--- src/rtl/systolic_array_nxn_if.sv ---
// Streaming bus of the N x N systolic multiply engine: job control, k-slice
// input stream and result-row output stream.
interface systolic_array_nxn_if #(
  parameter int WIDTH     = 8,
  parameter int N         = 4,
  parameter int ACC_WIDTH = 24,
  parameter int KW        = 16
);
  logic                   start;
  logic [KW-1:0]          k_len;
  logic                   busy;
  logic                   in_valid;
  logic                   in_ready;
  logic [N*WIDTH-1:0]     a_vec;
  logic [N*WIDTH-1:0]     b_vec;
  logic                   out_valid;
  logic                   out_ready;
  logic [N*ACC_WIDTH-1:0] out_row;
  logic                   out_last;
  logic                   done;

  modport master (
    output start, k_len, in_valid, a_vec, b_vec, out_ready,
    input  busy, in_ready, out_valid, out_row, out_last, done
  );

  modport slave (
    input  start, k_len, in_valid, a_vec, b_vec, out_ready,
    output busy, in_ready, out_valid, out_row, out_last, done
  );
endinterface

--- src/rtl/systolic_array_nxn.sv ---
// Output-stationary N x N systolic engine computing C = A x B (A: N x K, B: K x N)
// with internal operand skewing, a run FSM and valid/ready streaming on both sides.
module systolic_array_nxn #(
  parameter int WIDTH     = 8,
  parameter int N         = 4,
  parameter int ACC_WIDTH = 24,
  parameter int KW        = 16
) (
  input logic                 clk,
  input logic                 rst,
  systolic_array_nxn_if.slave bus
);

  localparam int DW = $clog2(2 * N);
  localparam int RW = $clog2(N);

  typedef enum logic [2:0] {
    S_IDLE,
    S_CLEAR,
    S_FEED,
    S_DRAIN,
    S_OUT
  } state_t;

  state_t        state_q, state_d;
  logic [KW-1:0] k_q;
  logic [KW-1:0] beat_q;
  logic [DW-1:0] drain_q;
  logic [RW-1:0] row_q;
  logic          done_q;

  logic fire, out_fire, clr, acc_en;
  logic last_beat, last_drain, last_row;
  logic busy_c, in_ready_c, out_valid_c, out_last_c;

  assign clr        = (state_q == S_CLEAR);
  assign acc_en     = (state_q == S_FEED) || (state_q == S_DRAIN);
  assign fire       = bus.in_valid && in_ready_c;
  assign out_fire   = out_valid_c && bus.out_ready;
  assign last_beat  = (beat_q == k_q - KW'(1));
  assign last_drain = (drain_q == DW'(2 * N - 3));
  assign last_row   = (row_q == RW'(N - 1));

  // NOTE: every variable gets a default at the top of an always_comb so no
  // path leaves it unassigned; otherwise synthesis infers a latch.
  always_comb begin
    state_d     = state_q;
    busy_c      = (state_q != S_IDLE);
    in_ready_c  = 1'b0;
    out_valid_c = 1'b0;
    out_last_c  = 1'b0;
    unique case (state_q)
      S_IDLE:  if (bus.start) state_d = S_CLEAR;
      S_CLEAR: state_d = (k_q == '0) ? S_OUT : S_FEED;
      S_FEED: begin
        in_ready_c = 1'b1;
        if (fire && last_beat) state_d = S_DRAIN;
      end
      S_DRAIN: if (last_drain) state_d = S_OUT;
      S_OUT: begin
        out_valid_c = 1'b1;
        out_last_c  = last_row;
        if (out_fire && last_row) state_d = S_IDLE;
      end
      default: state_d = S_IDLE;
    endcase
  end

  // NOTE: sequential state uses non-blocking assignments so every register
  // samples the pre-edge values regardless of statement order.
  always_ff @(posedge clk or negedge rst) begin
    if (!rst) begin
      state_q <= S_IDLE;
      k_q     <= '0;
      beat_q  <= '0;
      drain_q <= '0;
      row_q   <= '0;
      done_q  <= 1'b0;
    end else begin
      state_q <= state_d;
      done_q  <= out_fire && last_row;
      if (state_q == S_IDLE && bus.start) k_q <= bus.k_len;
      if (clr) begin
        beat_q  <= '0;
        drain_q <= '0;
        row_q   <= '0;
      end else begin
        if (fire)                beat_q  <= beat_q + KW'(1);
        if (state_q == S_DRAIN)  drain_q <= drain_q + DW'(1);
        if (out_fire)            row_q   <= row_q + RW'(1);
      end
    end
  end

  assign bus.busy      = busy_c;
  assign bus.in_ready  = in_ready_c;
  assign bus.out_valid = out_valid_c;
  assign bus.out_last  = out_last_c;
  assign bus.done      = done_q;

  // Edge operands: row i of A / column j of B enter the grid after i / j
  // register stages; a cycle without a handshake injects a zero bubble.
  logic [N*WIDTH-1:0] a_edge_flat, b_edge_flat;

  for (genvar i = 0; i < N; i++) begin : g_skew
    logic [WIDTH-1:0] a_new, b_new;
    assign a_new = fire ? bus.a_vec[i*WIDTH +: WIDTH] : '0;
    assign b_new = fire ? bus.b_vec[i*WIDTH +: WIDTH] : '0;

    if (i == 0) begin : g_direct
      assign a_edge_flat[WIDTH-1:0] = a_new;
      assign b_edge_flat[WIDTH-1:0] = b_new;
    end else begin : g_delay
      logic [WIDTH-1:0] a_sr [i];
      logic [WIDTH-1:0] b_sr [i];

      always_ff @(posedge clk or negedge rst) begin
        if (!rst) begin
          for (int d = 0; d < i; d++) begin
            a_sr[d] <= '0;
            b_sr[d] <= '0;
          end
        end else if (clr) begin
          for (int d = 0; d < i; d++) begin
            a_sr[d] <= '0;
            b_sr[d] <= '0;
          end
        end else begin
          a_sr[0] <= a_new;
          b_sr[0] <= b_new;
          for (int d = 1; d < i; d++) begin
            a_sr[d] <= a_sr[d-1];
            b_sr[d] <= b_sr[d-1];
          end
        end
      end

      assign a_edge_flat[i*WIDTH +: WIDTH] = a_sr[i-1];
      assign b_edge_flat[i*WIDTH +: WIDTH] = b_sr[i-1];
    end
  end

  logic signed [WIDTH-1:0]   a_at   [N][N];
  logic signed [WIDTH-1:0]   b_at   [N][N];
  logic signed [WIDTH-1:0]   a_pass [N][N-1];
  logic signed [WIDTH-1:0]   b_pass [N-1][N];
  logic signed [2*WIDTH-1:0] prod   [N][N];
  logic [ACC_WIDTH-1:0]      acc    [N][N];

  // Operand seen by PE(i,j): grid edge for column/row 0, else the neighbour's pass register.
  always_comb begin
    for (int i = 0; i < N; i++) begin
      a_at[i][0] = signed'(a_edge_flat[i*WIDTH +: WIDTH]);
      for (int j = 1; j < N; j++) a_at[i][j] = a_pass[i][j-1];
    end
    for (int j = 0; j < N; j++) begin
      b_at[0][j] = signed'(b_edge_flat[j*WIDTH +: WIDTH]);
      for (int i = 1; i < N; i++) b_at[i][j] = b_pass[i-1][j];
    end
    for (int i = 0; i < N; i++)
      for (int j = 0; j < N; j++)
        prod[i][j] = a_at[i][j] * b_at[i][j];
  end

  // NOTE: the accumulator and pass-register arrays are reset explicitly because
  // an abandoned job must not leak partial sums; plain storage arrays usually aren't.
  always_ff @(posedge clk or negedge rst) begin
    if (!rst) begin
      for (int i = 0; i < N; i++)
        for (int j = 0; j < N; j++) begin
          acc[i][j] <= '0;
          if (j < N - 1) a_pass[i][j] <= '0;
          if (i < N - 1) b_pass[i][j] <= '0;
        end
    end else if (clr) begin
      for (int i = 0; i < N; i++)
        for (int j = 0; j < N; j++) begin
          acc[i][j] <= '0;
          if (j < N - 1) a_pass[i][j] <= '0;
          if (i < N - 1) b_pass[i][j] <= '0;
        end
    end else begin
      for (int i = 0; i < N; i++)
        for (int j = 0; j < N - 1; j++)
          a_pass[i][j] <= a_at[i][j];
      for (int i = 0; i < N - 1; i++)
        for (int j = 0; j < N; j++)
          b_pass[i][j] <= b_at[i][j];
      // Sums wrap modulo 2^ACC_WIDTH; the product is sign-extended by the cast.
      if (acc_en)
        for (int i = 0; i < N; i++)
          for (int j = 0; j < N; j++)
            acc[i][j] <= acc[i][j] + ACC_WIDTH'(prod[i][j]);
    end
  end

  always_comb begin
    bus.out_row = '0;
    for (int j = 0; j < N; j++)
      bus.out_row[j*ACC_WIDTH +: ACC_WIDTH] = acc[row_q][j];
  end

endmodule

--- src/flat_wrapper.sv ---
// flat-port wrapper written by rule: the top's interface ports become plain ports
module systolic_array_nxn_flat 
#(
  parameter int WIDTH     = 8,
  parameter int N         = 4,
  parameter int ACC_WIDTH = 24,
  parameter int KW        = 16
)
  (clk, rst, bus_start, bus_k_len, bus_in_valid, bus_a_vec, bus_b_vec, bus_out_ready, bus_busy, bus_in_ready, bus_out_valid, bus_out_row, bus_out_last, bus_done);
  systolic_array_nxn_if #(.WIDTH(WIDTH), .N(N), .ACC_WIDTH(ACC_WIDTH), .KW(KW)) bus_i ();
  input logic clk;
  input logic rst;
  input wire logic [$bits(bus_i.start)-1:0] bus_start;
  input wire logic [$bits(bus_i.k_len)-1:0] bus_k_len;
  input wire logic [$bits(bus_i.in_valid)-1:0] bus_in_valid;
  input wire logic [$bits(bus_i.a_vec)-1:0] bus_a_vec;
  input wire logic [$bits(bus_i.b_vec)-1:0] bus_b_vec;
  input wire logic [$bits(bus_i.out_ready)-1:0] bus_out_ready;
  output wire logic [$bits(bus_i.busy)-1:0] bus_busy;
  output wire logic [$bits(bus_i.in_ready)-1:0] bus_in_ready;
  output wire logic [$bits(bus_i.out_valid)-1:0] bus_out_valid;
  output wire logic [$bits(bus_i.out_row)-1:0] bus_out_row;
  output wire logic [$bits(bus_i.out_last)-1:0] bus_out_last;
  output wire logic [$bits(bus_i.done)-1:0] bus_done;
  assign bus_i.start = bus_start;
  assign bus_i.k_len = bus_k_len;
  assign bus_i.in_valid = bus_in_valid;
  assign bus_i.a_vec = bus_a_vec;
  assign bus_i.b_vec = bus_b_vec;
  assign bus_i.out_ready = bus_out_ready;
  assign bus_busy = bus_i.busy;
  assign bus_in_ready = bus_i.in_ready;
  assign bus_out_valid = bus_i.out_valid;
  assign bus_out_row = bus_i.out_row;
  assign bus_out_last = bus_i.out_last;
  assign bus_done = bus_i.done;
  systolic_array_nxn #(.WIDTH(WIDTH), .N(N), .ACC_WIDTH(ACC_WIDTH), .KW(KW)) u_core (.clk(clk), .rst(rst), .bus(bus_i));
endmodule
--- config.mk ---
export PLATFORM = sky130hd
export DESIGN_NAME = systolic_array_nxn_flat
export DESIGN_NICKNAME = d
export VERILOG_FILES = /design/src/rtl/systolic_array_nxn_if.sv /design/src/rtl/systolic_array_nxn.sv /design/src/flat_wrapper.sv
export SDC_FILE = /design/constraint.sdc
export NUM_CORES = 2
export LEC_CHECK = 0
export ABC_AREA = 1
export BUFFER_PORTS_ARGS = -buffer_cell sky130_fd_sc_hd__buf_4
export CORE_UTILIZATION = 51
export CTS_CLUSTER_DIAMETER = 50
export DETAILED_ROUTE_END_ITERATION = 10
export GPL_ROUTABILITY_DRIVEN = 0
export PLACE_DENSITY = 0.78
export SLEW_MARGIN = 5
export SYNTH_ARGS = -nofsm -noshare
export SYNTH_HDL_FRONTEND = slang
export SYNTH_SLANG_ARGS = --single-unit
export TNS_END_PERCENT = 30
--- constraint.sdc ---
create_clock -name clk -period 5.65 [get_ports clk]
set_input_delay 1.695 -clock clk [delete_from_list [all_inputs] [get_ports clk]]
set_output_delay 1.695 -clock clk [all_outputs]
set_load 0.02 [all_outputs]
======== Word-level counts from Yosys, hierarchy flattened ========
Cells that the tools add are included.
word-level totals
  memory bits (read-only) ................. 0
  memory bits (writable) .................. 0
  word-level logic and storage cells ...... 157
  output and inout bits ................... 101
  input port bits ......................... 85
  memories ................................ 0
  bits in latches ......................... 0
  register bits after elaboration ......... 713
operators by class
  multipliers ............................. 16
  shift-type cells ........................ 0
  equality and inequality tests ........... 11
  bitwise operators ....................... 1
  mux-type cells .......................... 36
  magnitude comparators ................... 1
  divide/modulo/power cells ............... 0
  reduce and logical (&&, ||, !) cells .... 14
  $add $sub $neg .......................... 20
operators with widths
  cell                                                                     count
  384-bit two-way mux                                                      2
  24-bit adder                                                             16
  96-bit two-way mux                                                       4
  8-bit by 8-bit multiplier with 16-bit output                             16
  96-bit binary-select mux with 2-bit select                               1
  8-bit two-way mux                                                        10
  16-bit two-way mux                                                       4
  24-bit two-way mux                                                       2
  3-bit two-way mux                                                        7
  16-bit by 1-bit adder with 16-bit output, second input constant          1
  16-bit == test                                                           1
  16-bit logical NOT                                                       1
  16-bit by 1-bit subtractor with 16-bit output, second input constant     1
  3-bit case mux with 5 select lines                                       1
  2-bit nonzero test                                                       4
  3-bit by 2-bit == test with 1-bit output, second input constant          2
  3-bit == test, second input constant                                     2
  1-bit logical AND                                                        5
  2-bit two-way mux                                                        2
  2-bit by 1-bit inequality test with 1-bit output, second input constant  2
  2-bit inequality test, second input constant                             2
  4-bit AND reduction                                                      1
  3-bit by 1-bit adder with 3-bit output, second input constant            1
  3-bit by 1-bit == test with 1-bit output, second input constant          1
  8 further kinds                                                          10

======== Logic depth before layout (Yosys ltp) ========
  depth after elaboration ................. 8
  mapped depth ............................ 36
  mapped depth without buffers ............ 36

======== Worst setup path before layout ========
OpenSTA, ideal clock, no wires.
  kind .................................... input to register
  from .................................... in bus_in_valid
  to ...................................... reg u_core.acc[383] in the netlist's numbering
  stages on the path ...................... 26
  setup time .............................. 0.117 ns
  data arrival time ....................... 6.748 ns
  slack ................................... -1.215 ns
  cells stage by stage .................... nand2_4 > clkinv_4 > nand2_1 > nor2_1 > inv_1 > fa_1 > inv_1 > fa_1 > inv_1 > fa_1 > inv_1 > fa_1 > ha_1 > a21o_1 > a31oi_1 > nand3_1 > nand3_1 > nand2_1 > ha_1 > a21o_1 > o21bai_1 > a211oi_1 > and3_1 > nand2_1 > nand3_1 > nand2_1
between the ends
  cells in the longest elaborated chain, start to end .. 6
  elaborated cells between the ends (all ways) .. 7
RTL lines
  item                                              RTL line                                              RTL
  from (decl)                                       flat_wrapper.sv:15                                    input wire logic [$bits(bus_i.in_valid)-1:0] bus_in_valid;
  1-bit logical AND (*)                             systolic_array_nxn.sv:38                              assign fire = bus.in_valid && in_ready_c;
  8-bit two-way mux, on equally long branches       systolic_array_nxn.sv:107, systolic_array_nxn.sv:108
  8-bit by 8-bit multiplier with 16-bit output (*)  systolic_array_nxn.sv:162                             prod[i][j] = a_at[i][j] * b_at[i][j];
  24-bit adder (*)                                  systolic_array_nxn.sv:193                             acc[i][j] <= acc[i][j] + ACC_WIDTH'(prod[i][j]);
  384-bit two-way mux (*)                           systolic_array_nxn.sv:190                             if (acc_en)
  384-bit two-way mux (*)                           systolic_array_nxn.sv:175                             end else if (clr) begin
  to (signal, indexed assignment)                   systolic_array_nxn.sv:193
  to (decl)                                         systolic_array_nxn.sv:148                             logic [ACC_WIDTH-1:0] acc [N][N];
Mark *: on every way between the ends. The rest lies on a longest branch, timed or not. The select of a mux whose other input is x is not followed.
A chain may end at the register's enable or synchronous reset.

======== Worst setup path in the final report ========
  from .................................... in bus_in_valid
  to ...................................... reg u_core.acc[376] in the netlist's numbering
Same word-level chain as after synthesis.

==> summary.md <==
| Metric | Value |
|---|---|
| Pre-antenna DRT Iters | 8 |
| Syn nets | 13962 |
| I/O pin cnt | 186 |
| Instance area after placement | 0.1010 mm² |
| Number of synthesized flops with an enable pin | 0 |
| Final TNS setup | -11.57 ns |
| Status | complete, but fails checks |
| Final Power | roughly 43 mW |
| Initial core utilization | 51.60% |
| Worst VDD drop | 0.0005084 V |
| Fin util | around two thirds |
| Die H | 419.7 µm |
| Hpwl dp | 204500 µm |
| Clk root buf | clkbuf_16 |
| Clock slew at reported path FFs | 0.06 ns |
| Most Frequent Cell on Critical Path | fa_1 |
| CTS tree | yes |
| Cell accounting for the most synthesized area | fa_1 |
| Final Instance Area | 0.1124 mm² |
| Fillers | 13092 |
| Slowest cell on crit path | fa_1 |
| Seq. cell area | 0.01793 mm² |
| Synth Register Bits | 713 |
| Setup violators final | 64 |
| Unique masters post-synth | 47 |
| Iteration-0 DRC Markers | between 8000 and 9000 |
| Worst Skew | 0.05286 ns |
| Final-report hold violation count | 0 |
| Fin worst setup slack | -0.6541 ns |
| Worst Path Required | ~6.4 ns |
| Final nets | 15168 |
| Yosys warnings | 0 |
| Mux cell area share after synthesis | 0.06326% |
| Post-Synth XOR/XNOR Area | between 3 and 4% |
| Core box area | 0.1725 mm² |
| Synth Area in Adders | 31.92% |
| CP max stage delay | 0.52 ns |
| Startpoint Class | input port |
| Avg WL per Cell | approximately 18 µm |
| Comb power frac | ~65% |
| Switching Power | 21.65 mW |
| Kind of critical path | in2reg |
| Global-route wire length before repair | 422000 µm |
| Worst skew pair latency | 0.80 ns |
| Syn Area/Cell | 7.329 µm² |
| Crit path DAT | 7.00 ns |
| Switch share | 49.86% |
| Vias in the first global route | 82932 |
| Dpl cells | roughly 15000 |
| GRT Total Usage | 29.84% |
| Main combinational cell family by area after synthesis | adder cells |
| Total wire length | 283100 µm |
| Die width | 419.7 µm |
| Total grt overflow | 0 |
| Hold Crit Class | reg2reg |
| PortBufs | about 190 |
| Hold depth | 2 |
| Synth area leaders | fa_1 20%, dfrtp_1 20%, nand2_1 12% |
| Post-Place Worst Slack | -1.464 ns |
| Post-synthesis sequential area ratio | between 20% and 30% |
| Std cell rows | 152 |
| Max-Cap Viols | 0 |
| Final Max Tran Viols | 0 |
| Synth Flop Type | dfrtp_1 |
| Simple-Gate Fraction of Synth Area | 19.88% |
| Footprint of the multi-input gates | 0.06596 mm² |
| Async SR Flop Fraction | between 90% and 100% |
| Largest net degree at the start of global routing | 163 |
| Int Pwr | ~22 mW |
| Failing checks | setup timing |
| DR vias/cell | 5.507 |
| Period utilisation layout | 111.6% |
| Number of H-tree levels | 3 |
| Final cell count without fillers | 15752 |
| Tightest Pin Transition | approximately 1.2 ns |
| Total CTS buffers | 106 |
| Slew HR | 18.76% |
| Hold_buf cts | 0 |
| Via count | 86745 |
| Crit path time final | roughly 6.3 ns |
| Initial antenna violation count | 5 |
| Worst-path fanout max | 8 |
| Leakage | 61.69 nW |
| Clock power frac | approximately 16% |
| Mapped Area | 0.08900 mm² |
| Max Freq | 158.6 MHz |
| Hold Slack | 0.4282 ns |
| Most instantiated cells after synthesis | 2865 x nand2_1, 2646 x inv_1, 896 x fa_1 |
| Crit end category | register |
| Count leader, synth | nand2_1 |
| Final ANT Viol Nets | 0 |
| # DRC | 0 |
| Max Buffers Root-to-Sink | 3 |
| Die area | ~0.18 mm² |
| RSZ-0062 raised after global routing | true |
| Top-area cell type share of the netlist area | between 20% and 30% |
| Share of cells above drive strength 1 | 22.62% |
| Sink Count | slightly above 700 |
| Area delta synth->final | 26.28% |
| Sequential Power Share | just under 20% |
| Post-synthesis compound-gate area fraction | 12.02% |
| Cells after Synth | 12144 |
| Pwr per Cell Area | 386.4 mW/mm² |
| Cells on worst reg2reg path | 27 |
## path summary, 6_finish.rpt
| kind | endpoint | from | slack (ns) |
|---|---|---|---|
| setup reg to reg | u_core.acc[90]$_DFFE_PN0P_ | u_core.a_at[27]$_DFF_PN0_ | -0.40 |
| hold / removal | u_core.b_at[101]$_DFF_PN0_ | u_core.g_skew[3].g_delay.b_sr[13]$_DFF_PN0_ | 0.43 |
| max in group asynchronous | u_core.b_at[107]$_DFF_PN0_ | rst | 3.53 |
| setup / recovery | u_core.acc[376]$_DFFE_PN0P_ | bus_in_valid | -0.65 |
| min in group asynchronous | u_core.acc[183]$_DFFE_PN0P_ | rst | 0.94 |
| hold reg to reg | u_core.b_at[101]$_DFF_PN0_ | u_core.g_skew[3].g_delay.b_sr[13]$_DFF_PN0_ | 0.43 |
## sequential cells by signal (all words and copies together), names as in the netlist
| name | count |
|---|---|
| u_core.a_at | 112 |
| u_core.acc | 384 |
| u_core.state_q | 3 |
| u_core.beat_q | 16 |
| u_core.g_skew.g_delay.b_sr | 32 |
| u_core.row_q | 2 |
| u_core.g_skew.g_delay.a_sr | 32 |
| u_core.k_q | 16 |
| u_core.drain_q | 3 |
| u_core.b_at | 112 |
| u_core.bus.done | 1 |
## critical path, delay by kind of cell
family / cells / cell delay (ns)
adder cells (fa/ha/maj): 6 / 2.56
XOR/XNOR: 1 / 0.18
AND/OR/NAND/NOR: 9 / 0.74
buffers and inverters: 6 / 0.55
AO/OA/AOI/OAI: 8 / 1.25
## placed cells by master (no fill, tap or decap), types with 102 or more instances in the layout
cell          n
xor2_1      164
clkbuf_16   108
inv_1      2499
nand2_2     120
ha_4        198
inv_2       139
ha_1        624
a21oi_1     569
o21ai_1     118
nand2_1    2705
nand3_1     307
o21ai_0     608
dfrtp_1     642
or2_2       112
a21oi_2     139
nand3_2     103
fa_1        858
o22ai_1     102
nor2_1      660
xnor2_1     126
buf_4      1422
## power by group through the flow
stage          sequential, mW  combinational (mW)  clock [mW]
6_report                 8.38                28.0        7.01
5_1_grt                  8.46                30.2        7.27
4_1_cts                  8.17                24.3        7.07
3_5_place_dp             8.20                23.4           0
3_3_place_gp             8.17                22.9           0
2_1_floorplan            7.24                14.5           0
## layout make-up
class                   instances  share of cell area [%]
diodes                          2                0.004453
clock buffers                 121                   2.492
clock inverters                77                  0.8205
inverters                    2653                   8.922
multi-input cells            8372                   58.69
flip-flops and latches        713                   15.96
well taps                    2310                   2.572
repair buffers               1504                   10.54
## layer usage
| layer | track usage (%) | wire (µm) | part of all wire [%] |
|---|---|---|---|
| met1 | 37.18 | 104900 | 37 |
| met2 | 49.82 | 134500 | 48 |
| met3 | 4.552 | 23660 | 8.4 |
| met4 | 15.89 | 20070 | 7.1 |
| met5 | 0 | 22 | 0.0078 |
## logic make-up after synthesis
family / Yosys count
and+or+nand+nor: 4379
DFF: 713
xor gates and xnor gates: 314
adders and majority gates: 1733
buffers and inverters: 3061
AOI/OAI and AO/OA: 1939
muxes: 5
## repair_timing
item                       in CTS  in global routing
gates cloned                    1                  2
setup endpoints to repair     138                196
gates resized for setup       330               1224
setup buffers                  31                129
pin swaps                      92                467
No activity file was read; power rests on OpenSTA's default activity.
